<file path="src/rtl/bram_rd_responder_if.sv">
// Client request/response and BRAM read-port signals of bram_rd_responder.
// slave is the responder's view; master is the client plus BRAM side.
interface bram_rd_responder_if #(
  parameter int ADDR_W = 13
);
  logic              i_bram_rd_addr_ready;
  logic              i_bram_access_type;
  logic [ADDR_W-1:0] i_bram_rd_addr;
  logic              o_bram_data_valid;
  logic [511:0]      o_bram_data;
  logic              o_busy;
  logic              o_bram_en;
  logic [ADDR_W-1:0] o_bram_addr;
  logic [31:0]       i_bram_dout;

  modport slave (
    input  i_bram_rd_addr_ready, i_bram_access_type, i_bram_rd_addr, i_bram_dout,
    output o_bram_data_valid, o_bram_data, o_busy, o_bram_en, o_bram_addr
  );

  modport master (
    output i_bram_rd_addr_ready, i_bram_access_type, i_bram_rd_addr, i_bram_dout,
    input  o_bram_data_valid, o_bram_data, o_busy, o_bram_en, o_bram_addr
  );
endinterface

</file>
<file path="src/rtl/bram_rd_responder.sv">
// BRAM read responder: 32-bit single reads, plus 16-word 512-bit bursts when
// built with BRAM_RD_512B_EN defined (otherwise every request is a 32-bit read).
module bram_rd_responder #(
  parameter int ADDR_W     = 13,
  parameter int RD_LATENCY = 2
) (
  input logic                 i_clk,
  input logic                 i_rstn,
  bram_rd_responder_if.slave  bus
);

  typedef enum logic [1:0] {IDLE, ISSUE, DRAIN, DONE} state_t;

  state_t                state;
  logic                  rearm;
  logic                  burst;
  logic                  en_q;
  logic                  valid_q;
  logic                  busy_q;
  logic [ADDR_W-1:0]     addr_q;
  logic [3:0]            issue_cnt;
  logic [3:0]            cap_cnt;
  logic [RD_LATENCY-1:0] vld_pipe;
  logic                  last_issue;
  logic                  last_cap;

`ifdef BRAM_RD_512B_EN
  logic [511:0] data_q;
  logic         burst_q;

  assign burst           = burst_q;
  assign bus.o_bram_data = data_q;
`else
  logic [31:0] data_q;

  assign burst           = 1'b0;
  assign bus.o_bram_data = {480'd0, data_q};
`endif

  assign last_issue = !burst || (issue_cnt == 4'hF);
  assign last_cap   = !burst || (cap_cnt == 4'hF);

  always_ff @(posedge i_clk or negedge i_rstn) begin
    if (!i_rstn) begin
      state     <= IDLE;
      rearm     <= 1'b1;
      en_q      <= 1'b0;
      valid_q   <= 1'b0;
      busy_q    <= 1'b0;
      addr_q    <= '0;
      issue_cnt <= '0;
      cap_cnt   <= '0;
      vld_pipe  <= '0;
      data_q    <= '0;
`ifdef BRAM_RD_512B_EN
      burst_q   <= 1'b0;
`endif
    end else begin
      // A request must be seen low at least once before it can be accepted again.
      if (!bus.i_bram_rd_addr_ready)
        rearm <= 1'b1;

      vld_pipe[0] <= en_q;
      for (int unsigned i = 1; i < RD_LATENCY; i++)
        vld_pipe[i] <= vld_pipe[i-1];

      if (vld_pipe[RD_LATENCY-1]) begin
`ifdef BRAM_RD_512B_EN
        data_q[{cap_cnt, 5'd0} +: 32] <= bus.i_bram_dout;
`else
        data_q <= bus.i_bram_dout;
`endif
        cap_cnt <= cap_cnt + 4'd1;
      end

      case (state)
        IDLE: begin
          if (bus.i_bram_rd_addr_ready && rearm) begin
            rearm     <= 1'b0;
            state     <= ISSUE;
            en_q      <= 1'b1;
            busy_q    <= 1'b1;
            issue_cnt <= '0;
            cap_cnt   <= '0;
            data_q    <= '0;
`ifdef BRAM_RD_512B_EN
            burst_q   <= !bus.i_bram_access_type;
            addr_q    <= bus.i_bram_access_type ? bus.i_bram_rd_addr
                                                : {bus.i_bram_rd_addr[ADDR_W-1:4], 4'd0};
`else
            addr_q    <= bus.i_bram_rd_addr;
`endif
          end
        end
        ISSUE: begin
          if (last_issue) begin
            en_q  <= 1'b0;
            state <= DRAIN;
          end else begin
            addr_q    <= addr_q + 1'b1;
            issue_cnt <= issue_cnt + 4'd1;
          end
        end
        DRAIN: begin
          if (vld_pipe[RD_LATENCY-1] && last_cap) begin
            state   <= DONE;
            valid_q <= 1'b1;
          end
        end
        DONE: begin
          valid_q <= 1'b0;
          busy_q  <= 1'b0;
          state   <= IDLE;
        end
        default: state <= IDLE;
      endcase
    end
  end

  assign bus.o_bram_en         = en_q;
  assign bus.o_bram_addr       = addr_q;
  assign bus.o_bram_data_valid = valid_q;
  assign bus.o_busy            = busy_q;

endmodule

</file>
<file path="src/flat_wrapper.sv">
// flat-port wrapper written by rule: the top's interface ports become plain ports
module bram_rd_responder_flat 
#(
  parameter int ADDR_W     = 13,
  parameter int RD_LATENCY = 2
)
  (i_clk, i_rstn, bus_i_bram_rd_addr_ready, bus_i_bram_access_type, bus_i_bram_rd_addr, bus_i_bram_dout, bus_o_bram_data_valid, bus_o_bram_data, bus_o_busy, bus_o_bram_en, bus_o_bram_addr);
  bram_rd_responder_if #(.ADDR_W(ADDR_W)) bus_i ();
  input logic i_clk;
  input logic i_rstn;
  input wire logic [$bits(bus_i.i_bram_rd_addr_ready)-1:0] bus_i_bram_rd_addr_ready;
  input wire logic [$bits(bus_i.i_bram_access_type)-1:0] bus_i_bram_access_type;
  input wire logic [$bits(bus_i.i_bram_rd_addr)-1:0] bus_i_bram_rd_addr;
  input wire logic [$bits(bus_i.i_bram_dout)-1:0] bus_i_bram_dout;
  output wire logic [$bits(bus_i.o_bram_data_valid)-1:0] bus_o_bram_data_valid;
  output wire logic [$bits(bus_i.o_bram_data)-1:0] bus_o_bram_data;
  output wire logic [$bits(bus_i.o_busy)-1:0] bus_o_busy;
  output wire logic [$bits(bus_i.o_bram_en)-1:0] bus_o_bram_en;
  output wire logic [$bits(bus_i.o_bram_addr)-1:0] bus_o_bram_addr;
  assign bus_i.i_bram_rd_addr_ready = bus_i_bram_rd_addr_ready;
  assign bus_i.i_bram_access_type = bus_i_bram_access_type;
  assign bus_i.i_bram_rd_addr = bus_i_bram_rd_addr;
  assign bus_i.i_bram_dout = bus_i_bram_dout;
  assign bus_o_bram_data_valid = bus_i.o_bram_data_valid;
  assign bus_o_bram_data = bus_i.o_bram_data;
  assign bus_o_busy = bus_i.o_busy;
  assign bus_o_bram_en = bus_i.o_bram_en;
  assign bus_o_bram_addr = bus_i.o_bram_addr;
  bram_rd_responder #(.ADDR_W(ADDR_W), .RD_LATENCY(RD_LATENCY)) u_core (.i_clk(i_clk), .i_rstn(i_rstn), .bus(bus_i));
endmodule
</file>
<file path="config.mk">
export PLATFORM = sky130hd
export DESIGN_NAME = bram_rd_responder_flat
export DESIGN_NICKNAME = d
export VERILOG_FILES = /design/src/rtl/bram_rd_responder_if.sv /design/src/rtl/bram_rd_responder.sv /design/src/flat_wrapper.sv
export SDC_FILE = /design/constraint.sdc
export NUM_CORES = 1
export LEC_CHECK = 0
export BUFFER_PORTS_ARGS = -buffer_cell sky130_fd_sc_hd__buf_4
export CAP_MARGIN = 5
export CORE_AREA = 2 2 222 224
export CTS_CLUSTER_SIZE = 8
export DETAILED_ROUTE_END_ITERATION = 7
export DIE_AREA = 0 0 224 226
export PLACE_DENSITY = 0.36
export SKIP_CTS_REPAIR_TIMING = 1
export SLEW_MARGIN = 10
export SYNTH_ARGS = -nofsm -noshare
export SYNTH_HDL_FRONTEND = slang
export SYNTH_SLANG_ARGS = --single-unit
</file>
<file path="constraint.sdc">
create_clock -name i_clk -period 3.9 [get_ports i_clk]
set_input_delay 0.39 -clock i_clk [delete_from_list [all_inputs] [get_ports i_clk]]
set_output_delay 0.39 -clock i_clk [all_outputs]
set_load 0.01 [all_outputs]
</file>
# Yosys cells after proc, flatten, opt, wreduce, memory -nomap -nowiden
# Index checks and enable logic that the tools add are counted.
[op_classes] eq_ne=5 muxes=14 n_reduce_logical=10
[op_table] op="$mux W32" count=3
[op_table] op="$reduce_and A2 Y1" count=5
[op_table] op="$pmux W2 S4" count=1
[op_table] op="$pmux W1 S2" count=3
[op_table] op="$reduce_bool A2 Y1" count=3
[op_table] op="$mux W1" count=5
[op_table] op="$eq A2 B2 Y1 const B" count=2
[op_table] op="$mux W2" count=2
[op_table] op="$ne A2 B1 Y1 const B" count=2
[op_table] op="$eq A2 B1 Y1 const B" count=1
[op_table] op="$logic_not A2 Y1" count=1
[op_table] op="$logic_and A1 B1 Y1" count=1
[word_totals] regBits=53 input_bits=49 out_inout_bits=528 word_cells=37

# Logic depth before layout (Yosys ltp)
# Gate-level depths: netlist (run 1).
[depth] word_depth=3 depth_mapped=6 ltp_nobuf=5

# Worst setup path after synthesis (run 1)
# No wires, ideal clock.
[synth_path] path_type="register -> register" start="reg u_core.state[0]" end="reg u_core.addr_q[10], in the netlist u_core.bus.o_bram_addr[10]" setup_time_ns=0.125 arrival_time_ns=1.308 t_required_ns=3.775 slack_ns=2.466 stages_incl_launch_ff=6 n_path_buf=1 period_less_slack_ns=1.434 path_cell_list="dfrtp_1 > inv_1 > ha_1 > and3_4 > buf_6 > mux2_4"
[synth_via] elab_chain_len=2
[synth_lines] item="start: declaration" line="bram_rd_responder.sv:14" rtl="state_t state;"
[synth_lines] item="start signal: assignment" line="bram_rd_responder.sv:45" rtl="state <= IDLE;"
[synth_lines] item="start signal: assignment" line="bram_rd_responder.sv:80" rtl="state <= ISSUE;"
[synth_lines] item="start signal: assignment" line="bram_rd_responder.sv:98" rtl="state <= DRAIN;"
[synth_lines] item="$logic_not A2 Y1" line="bram_rd_responder.sv:76" rtl="case (state)"
[synth_lines] item="$reduce_and A2 Y1 (no source line)"
[synth_lines] item="end signal: assignment" line="bram_rd_responder.sv:91" rtl="addr_q <= bus.i_bram_rd_addr;"
[synth_lines] item="end signal: assignment" line="bram_rd_responder.sv:100" rtl="addr_q <= addr_q + 1'b1;"
[synth_lines] item="end: declaration" line="bram_rd_responder.sv:20" rtl="logic [ADDR_W-1:0] addr_q;"
# No other way between the ends.
# A chain may end at the register's enable or synchronous reset.

# Worst setup path after layout (run 1)
[layout_path] start="reg u_core.state[0]" end="reg u_core.addr_q[1], in the netlist u_core.bus.o_bram_addr[1]"
# The elaborated chain is that of the path after synthesis.

==> run summary, run 1 <==
OUTCOME
---------------------------------------------------------------------------------
Status ............................................................. finished clean

SYNTH
---------------------------------------------------------------------------------
Most used standard cell by instance count after synthesis ..........        buf_4
Post-synth EDFFs ...................................................            0
Async set-or-reset flop fraction in the synthesized netlist ........         100%
Cell taking the most area after synthesis ..........................        buf_4
Seq cells post-synth ...............................................           53
Fraction of the yosys area taken by sequential cells ...............        22.7%
Number of unique standard cell types used by synthesis .............           21
Syn Area/Cell ......................................................   9.07 sq um
Post-synthesis instance total ......................................          644
Commonest cells in the netlist ..................................... buf_4 (483), dfrtp_1 (52), nor2_1 (34)
Proportion of netlist area held by the largest area contributor ....        62.1%
Leading register cell type out of synthesis ........................      dfrtp_1
Post-synthesis instance area .......................................   5840 sq um
Area contributors post-synth ....................................... buf_4 (62%), dfrtp_1 (22%), mux2i_1 (5.7%), mux2_4 (3.3%), nor2_1 (2.2%)
Warnings from Yosys ................................................            0

SETUP PATH
---------------------------------------------------------------------------------
Slowest cell on crit path ..........................................       and3_4
Critical path arrival ..............................................      2180 ps
Start of the worst register-to-register path ....................... u_core.state[0]
Register-to-register setup slack ...................................      1930 ps
Maximum cell stage delay along the critical path ...................       720 ps
Timing startpoint of the critical path ............................. u_core.state[0]
Critical path capture point type ...................................     register
Crit path to ....................................................... u_core.bus.o_bram_addr[1]
Reg-to-reg critical path endpoint .................................. u_core.bus.o_bram_addr[1]
Crit path max fanout ...............................................           47
Endpoint required time on the critical path ........................      4110 ps
Critical path launch point type ....................................     register
Reg2reg path depth .................................................            4
Crit Path Class ....................................................      reg2reg
Cell-by-cell listing of the critical path .......................... inv_1, ha_1, and3_4, mux2_4

POWER
---------------------------------------------------------------------------------
IR Drop Worst-Case VDD .............................................     0.191 mV
Leakage power figure ...............................................      3.15 nW
P per Cell Area ....................................................  522 nW/um^2
Overall Power ......................................................      2.92 mW

CLOCK NETWORK
---------------------------------------------------------------------------------
Source-to-sink clock delay at the later pin of the worst-skew pair .       330 ps
Clock root buffer ..................................................    clkbuf_16
Clock buffers created by TritonCTS .................................            5
Clk slew on worst S/H paths ........................................        90 ps
H-Tree Level Count .................................................            2
Maximum root-to-sink buffer count ..................................            2
CTS tree ...........................................................         done
Sinks on Clock Net .................................................           53

GLOBAL ROUTE
---------------------------------------------------------------------------------
Pin count of the biggest net entering global routing ...............           54
First-pass GRT wire length .........................................     12000 um
Global Route Usage Sum .............................................        3.48%
Total grt overflow .................................................            0
Initial antenna violation count ....................................            0
Vias in the first global route .....................................         1842

ROUTING
---------------------------------------------------------------------------------
Violation count after the first detailed-routing iteration .........           26
Total number of vias ...............................................         2746
Final Routed Wirelength ............................................      9940 um
Number of routed nets with antenna violations ......................            0
Routed wire per std cell ...........................................      7.31 um
Residual DRC count .................................................            0
Average vias per placed instance ...................................         2.02
DR pass1 iterations ................................................            4

STA
---------------------------------------------------------------------------------
Post-route clock period utilization ................................        50.5%
Final setup vio count ..............................................            0
Worst clock skew ...................................................      11.7 ps
Count of final max-slew check failures .............................            0
Setup repair after global routing missed its margin ................        false
Hold slack final ...................................................       137 ps
Final critical delay including setup and external delays ...........      1970 ps
Final hold viol count ..............................................            0
Tightest Pin Transition ............................................       801 ps
Maximum clock frequency ............................................      508 MHz
Setup TNS after final layout .......................................         0 ps
Slew Limit Headroom ................................................        46.6%

FLOORPLANNING
---------------------------------------------------------------------------------
Die extent in y ....................................................       226 um
Number of placement rows ...........................................           81
Core ar. ...........................................................  48300 sq um
Die X-Extent .......................................................       224 um
Effective utilization at floorplan .................................        12.1%
I/O pin cnt ........................................................          577
Die area ...........................................................  50600 sq um

PLACED DESIGN
---------------------------------------------------------------------------------
Count of buffers from port buffering ...............................           95
Sum of net half-perimeters after detailed placement ................      7490 um
GPL Wtd Cong .......................................................        0.608

FINAL LAYOUT
---------------------------------------------------------------------------------
Diodes inserted ....................................................            0
Share of cells above drive strength 1 ..............................        16.5%
Growth of design area from synthesis to finish .....................       -4.22%
Post-layout nets ...................................................          791
Final Util .........................................................        11.6%
Filler instances ...................................................         5507

MIN PATH
---------------------------------------------------------------------------------
Hold/Removal Path Class ............................................     in2async

FLOW RUN
---------------------------------------------------------------------------------
Count of max-cap constraint violations .............................            0

==> logic make-up after synthesis <==
logic type	share of synthesized area, %
AND/OR/NAND/NOR	2.51
flip-flops	22.7
adder cells (fa/ha/maj)	1.07
AO/OA/AOI/OAI	0.857
multiplexers	9.19
other	0.0642
buffers and inverters	63.6
==> flip-flops by register name, indices dropped and copies added, names as in the netlist <==
name and cells:
u_core.bus.o_bram_en 1, u_core.vld_pipe 2, u_core.bus.o_busy 1, u_core.data_q 32
u_core.bus.o_bram_data_valid 1, u_core.state 2, u_core.rearm 1, u_core.bus.o_bram_addr 13
==> metrics by stage <==
step | setup WS (ps) | std cells | cell area (sq um)
3_3_place_gp | 1910 | 1352 | 5440
4_1_cts | 1850 | 1360 | 5600
5_1_grt | 1750 | 1360 | 5600
6_report | 1930 | 1360 | 5600
2_1_floorplan | 2470 | 1123 | 7640
3_5_place_dp | 1890 | 1352 | 5440
==> power breakdown <==
group | switching (mW) | internal, mW | leakage, nW
Combinational | 0.774 | 0.642 | 2.43
Sequential | 0.163 | 0.822 | 0.646
Clock | 0.276 | 0.245 | 0.0744
Total | 1.21 | 1.71 | 3.15
==> cells in the final DEF (no fill, tap or decap), drive strengths merged <==
master	count
dfstp	1
buf	96
inv	6
o2bb2ai	1
a21oi	3
a21boi	1
conb	480
clkinv	2
nand2	2
o32a	1
o21ai	1
and3	1
mux2i	33
mux2	14
ha	5
dfrtp	52
clkbuf	5
nor2	34
==> final cells by class <==
type	count	area, sq um	share of cell area, %
Multi-Input combinational cell	576	2600	46.4
Clock inverter	3	26.3	0.470
Timing Repair Buffer	96	721	12.9
Inverter	5	18.8	0.335
Tap cell	622	778	13.9
Clock buffer	5	125	2.24
Sequential cell	53	1330	23.7
==> worst max-delay path: cells and delay by family, from the launching register on <==
kind | cells | cell delay, ps
multiplexers | 1 | 350
adder cells (fa/ha/maj) | 1 | 220
AND/OR/NAND/NOR | 1 | 720
flip-flops | 1 | 420
buffers and inverters | 1 | 110
==> metal layers <==
layer	global-route usage (%)	vias up	wire length, um
met2	6.05	261	5510
met5	0	-	0
met4	2.30	0	235
met3	1.25	6	1080
li1	-	1206	-
met1	3.51	1273	3120
==> worst min-delay path by stage <==
stage	from	endpoint	cells past startpoint
2_1_floorplan	i_rstn	u_core.bus.o_bram_addr[0]	0
3_3_place_gp	u_core.vld_pipe[0]	u_core.vld_pipe[1]	0
3_5_place_dp	u_core.vld_pipe[0]	u_core.vld_pipe[1]	0
4_1_cts	i_rstn	u_core.data_q[22]	1
5_1_grt	i_rstn	u_core.data_q[22]	1
6_report	i_rstn	u_core.data_q[22]	1
Power figures use the tool's default switching activity.
==> run 2: changes to the inputs <==
--- a/config.mk
+++ b/config.mk
@@ -5,13 +5,14 @@
 export SDC_FILE = /design/constraint.sdc
 export NUM_CORES = 1
 export LEC_CHECK = 0
+export ABC_AREA = 1
 export BUFFER_PORTS_ARGS = -buffer_cell sky130_fd_sc_hd__buf_4
 export CAP_MARGIN = 5
-export CORE_AREA = 2 2 222 224
+export CORE_AREA = 2 2 223 225
 export CTS_CLUSTER_SIZE = 8
 export DETAILED_ROUTE_END_ITERATION = 7
-export DIE_AREA = 0 0 224 226
-export PLACE_DENSITY = 0.36
+export DIE_AREA = 0 0 225 227
+export PLACE_DENSITY = 0.37
 export SKIP_CTS_REPAIR_TIMING = 1
 export SLEW_MARGIN = 10
 export SYNTH_ARGS = -nofsm -noshare
==> constraint.sdc (replaced) <==
create_clock -name i_clk -period 1.7 [get_ports i_clk]
set_input_delay 0.17 -clock i_clk [delete_from_list [all_inputs] [get_ports i_clk]]
set_output_delay 0.17 -clock i_clk [all_outputs]
set_load 0.01 [all_outputs]
==> run 2 against run 1 <==
Effect of this change: wire length is 7.4% higher; combinational power rose by 130%; setup slack lost 1600 ps; sequential share of layout area fell by 0.94 points; clock power rose by 120%; maximum frequency rose by 42%; critical path type unchanged.
==> run summary, run 2 <==
FINAL LAYOUT
-------------------------------------------------------------------------------------
Max reg flops ..........................................................           32   unchanged
Most used cells in the layout excluding fill and tap cells ............. conb_1 (480), nand2_1 (182), buf_4 (100)
Diodes inserted ........................................................            0   unchanged
Filler instances .......................................................         5657   +2.7%
Largest register by flop count ......................................... u_core.data_q
Post-layout nets .......................................................          934   +18%
Share of cells above drive strength 1 ..................................        12.8%   -3.7 points
Final Util .............................................................        12.0%   +0.41 points
Most frequent standard cell in the layout excluding fill and tap cells .       conb_1
Growth of design area from synthesis to finish .........................       -2.88%

MIN PATH
-------------------------------------------------------------------------------------
Hold/Removal Path Class ................................................       in2reg

SETUP PATH
-------------------------------------------------------------------------------------
Critical path launch point type ........................................     register
Endpoint required time on the critical path ............................      1960 ps   -2150 ps
Crit Path Class ........................................................      reg2reg
Total buffers and inverters traversed by the critical path .............            2   +1
Critical path arrival ..................................................      1650 ps   -530 ps
Maximum cell stage delay along the critical path .......................       400 ps   -320 ps
Crit path max fanout ...................................................           26   -45%
Critical path capture point type .......................................     register
Cell-by-cell listing of the critical path .............................. inv_1, ha_1, nand3_2, buf_4, nand3_1, nand2_1
Kind of cell adding the most delay to the critical path ................ buffers and inverters
Slowest cell on crit path ..............................................      dfrtp_1

FLOORPLANNING
-------------------------------------------------------------------------------------
I/O pin cnt ............................................................          577   unchanged
Die extent in y ........................................................       227 um   +0.44%
Die X-Extent ...........................................................       225 um   +0.45%
Die area ...............................................................  51100 sq um   +0.89%
Effective utilization at floorplan .....................................        12.3%   +0.26 points
Number of placement rows ...............................................           81   unchanged
Core ar. ...............................................................  48500 sq um   +0.42%

GLOBAL ROUTE
-------------------------------------------------------------------------------------
Vias in the first global route .........................................         2214   +20%
Total grt overflow .....................................................            0   unchanged
Global Route Usage Sum .................................................        3.47%   -0.0050 points
Pin count of the biggest net entering global routing ...................           33   -39%
First-pass GRT wire length .............................................     13300 um   +10%
Initial antenna violation count ........................................            1   +1

SYNTH
-------------------------------------------------------------------------------------
Async set-or-reset flop fraction in the synthesized netlist ............         100%   unchanged
Post-synth EDFFs .......................................................            0   unchanged
Most used standard cell by instance count after synthesis ..............        buf_4
Leading register cell type out of synthesis ............................      dfrtp_1
Warnings from Yosys ....................................................            0   unchanged
Post-synthesis instance total ..........................................          784   +22%
Commonest cells in the netlist ......................................... buf_4 (484), nand2_1 (182), dfrtp_1 (52)
Number of unique standard cell types used by synthesis .................           15   -29%
Area contributors post-synth ........................................... buf_4 (61%), dfrtp_1 (22%), nand2_1 (11%), inv_1 (2.5%), ha_1 (1.0%)
Seq cells post-synth ...................................................           53   unchanged
Proportion of netlist area held by the largest area contributor ........        60.6%   -1.4 points
Syn Area/Cell ..........................................................   7.64 sq um   -16%
Fraction of the yosys area taken by sequential cells ...................        22.2%   -0.57 points
Post-synthesis instance area ...........................................   5990 sq um   +2.6%
Cell taking the most area after synthesis ..............................        buf_4

STA
-------------------------------------------------------------------------------------
Final setup vio count ..................................................            0   unchanged
Count of final max-slew check failures .................................            0   unchanged
Setup TNS after final layout ...........................................         0 ps   unchanged
Post-route clock period utilization ....................................        81.7%   +31 points
Maximum clock frequency ................................................      720 MHz   +42%
Final hold viol count ..................................................            0   unchanged
Final critical delay including setup and external delays ...............      1390 ps   -579 ps
Setup slack after layout ...............................................       311 ps   -1620 ps
Hold slack final .......................................................      23.9 ps   -113 ps
Worst clock skew .......................................................      6.08 ps   -5.66 ps
Setup repair after global routing missed its margin ....................        false

ROUTING
-------------------------------------------------------------------------------------
Routed wire per std cell ...............................................      7.11 um   -2.8%
Final Routed Wirelength ................................................     10700 um   +7.4%
Total number of vias ...................................................         3262   +19%
Violation count after the first detailed-routing iteration .............           70   +170%
Average vias per placed instance .......................................         2.17   +7.5%
Residual DRC count .....................................................            0   unchanged
DR pass1 iterations ....................................................            4   unchanged
Number of routed nets with antenna violations ..........................            0   unchanged

POWER
-------------------------------------------------------------------------------------
IR Drop Worst-Case VDD .................................................     0.474 mV   +150%
Leakage power figure ...................................................      3.66 nW   +16%
Overall Power ..........................................................      6.53 mW   +120%
P per Cell Area ........................................................ 1120 nW/um^2   +110%

PLACED DESIGN
-------------------------------------------------------------------------------------
Count of buffers from port buffering ...................................           95   unchanged
Sum of net half-perimeters after detailed placement ....................      8740 um   +17%
Post-placement worst setup slack .......................................       292 ps   -1600 ps
GPL Wtd Cong ...........................................................        0.648   +6.6%

OUTCOME
-------------------------------------------------------------------------------------
Status ................................................................. finished clean

CLOCK NETWORK
-------------------------------------------------------------------------------------
H-Tree Level Count .....................................................            2   unchanged
Sinks on Clock Net .....................................................           53   unchanged
CTS tree ...............................................................         done
Clock buffers created by TritonCTS .....................................            5   unchanged
Clock root buffer ......................................................    clkbuf_16
Maximum root-to-sink buffer count ......................................            2   unchanged
Source-to-sink clock delay at the later pin of the worst-skew pair .....       310 ps   -20 ps
Clk slew on worst S/H paths ............................................        90 ps   about the same

FLOW RUN
-------------------------------------------------------------------------------------
Count of max-cap constraint violations .................................            0   unchanged

## run 2: worst register-to-register path: stages, from the launching register on
cell	delay, ps
dfrtp_1	400
inv_1	90
ha_1	230
nand3_2	90
buf_4	330
nand3_1	120
nand2_1	80
## run 2: report_power, final
part	switching, mW	leakage [nW]	internal [mW]	total, mW
clock network	0.600	0.0767	0.572	1.17
logic	2.02	2.92	1.21	3.23
registers	0.320	0.669	1.81	2.13
total	2.94	3.66	3.59	6.53
## run 2: cells by family after synthesis
group	after synthesis	share of synthesized area (%)
AOI/OAI and AO/OA	2	0.209
adders and majority gates	5	1.04
buffers and inverters	534	64.4
DFF	53	22.2
other	1	0.0626
and+or+nand+nor	189	12.2
## run 2: through the flow
step | area [sq um] | instances
floorplan | 7790 | 1263
finish | 5820 | 1503
detailed placement | 5660 | 1494
CTS | 5810 | 1502
global route | 5820 | 1503
global placement | 5660 | 1494
## run 2: worst paths after layout
| check | cells after the start | startpoint | slack, ps | endpoint |
|---|---|---|---|---|
| hold reg to reg | 0 | u_core.vld_pipe[0] | 360 | u_core.vld_pipe[1] |
| max in group asynchronous | 3 | i_rstn | 900 | u_core.data_q[12] |
| min in group asynchronous | 2 | i_rstn | 330 | u_core.bus.o_bram_data_valid |
| setup reg to reg | 6 | u_core.state[0] | 310 | u_core.bus.o_bram_en |
| hold / removal | 2 | bus_i_bram_rd_addr_ready | 20 | u_core.rearm |
| setup / recovery | 6 | u_core.state[0] | 310 | u_core.bus.o_bram_en |
## run 2: layer usage
layer,part of all wire (%),wire [um],GRT usage [%],vias up
li1,-,-,-,1544
met1,36,3850,4.10,1456
met2,50,5320,5.35,250
met3,13,1350,1.83,10
met4,1.3,136,1.22,2
met5,0.12,13,0,-
## run 2: cell type report
cell class / count / area (sq um) / area share [%]
sequential: 53 / 1330 / 22.8
clock buffer: 5 / 125 / 2.15
clock inverter: 3 / 28.8 / 0.495
multi-input combinational: 676 / 2610 / 44.8
timing repair buffer: 103 / 801 / 13.8
tap: 622 / 778 / 13.4
inverter: 41 / 154 / 2.64
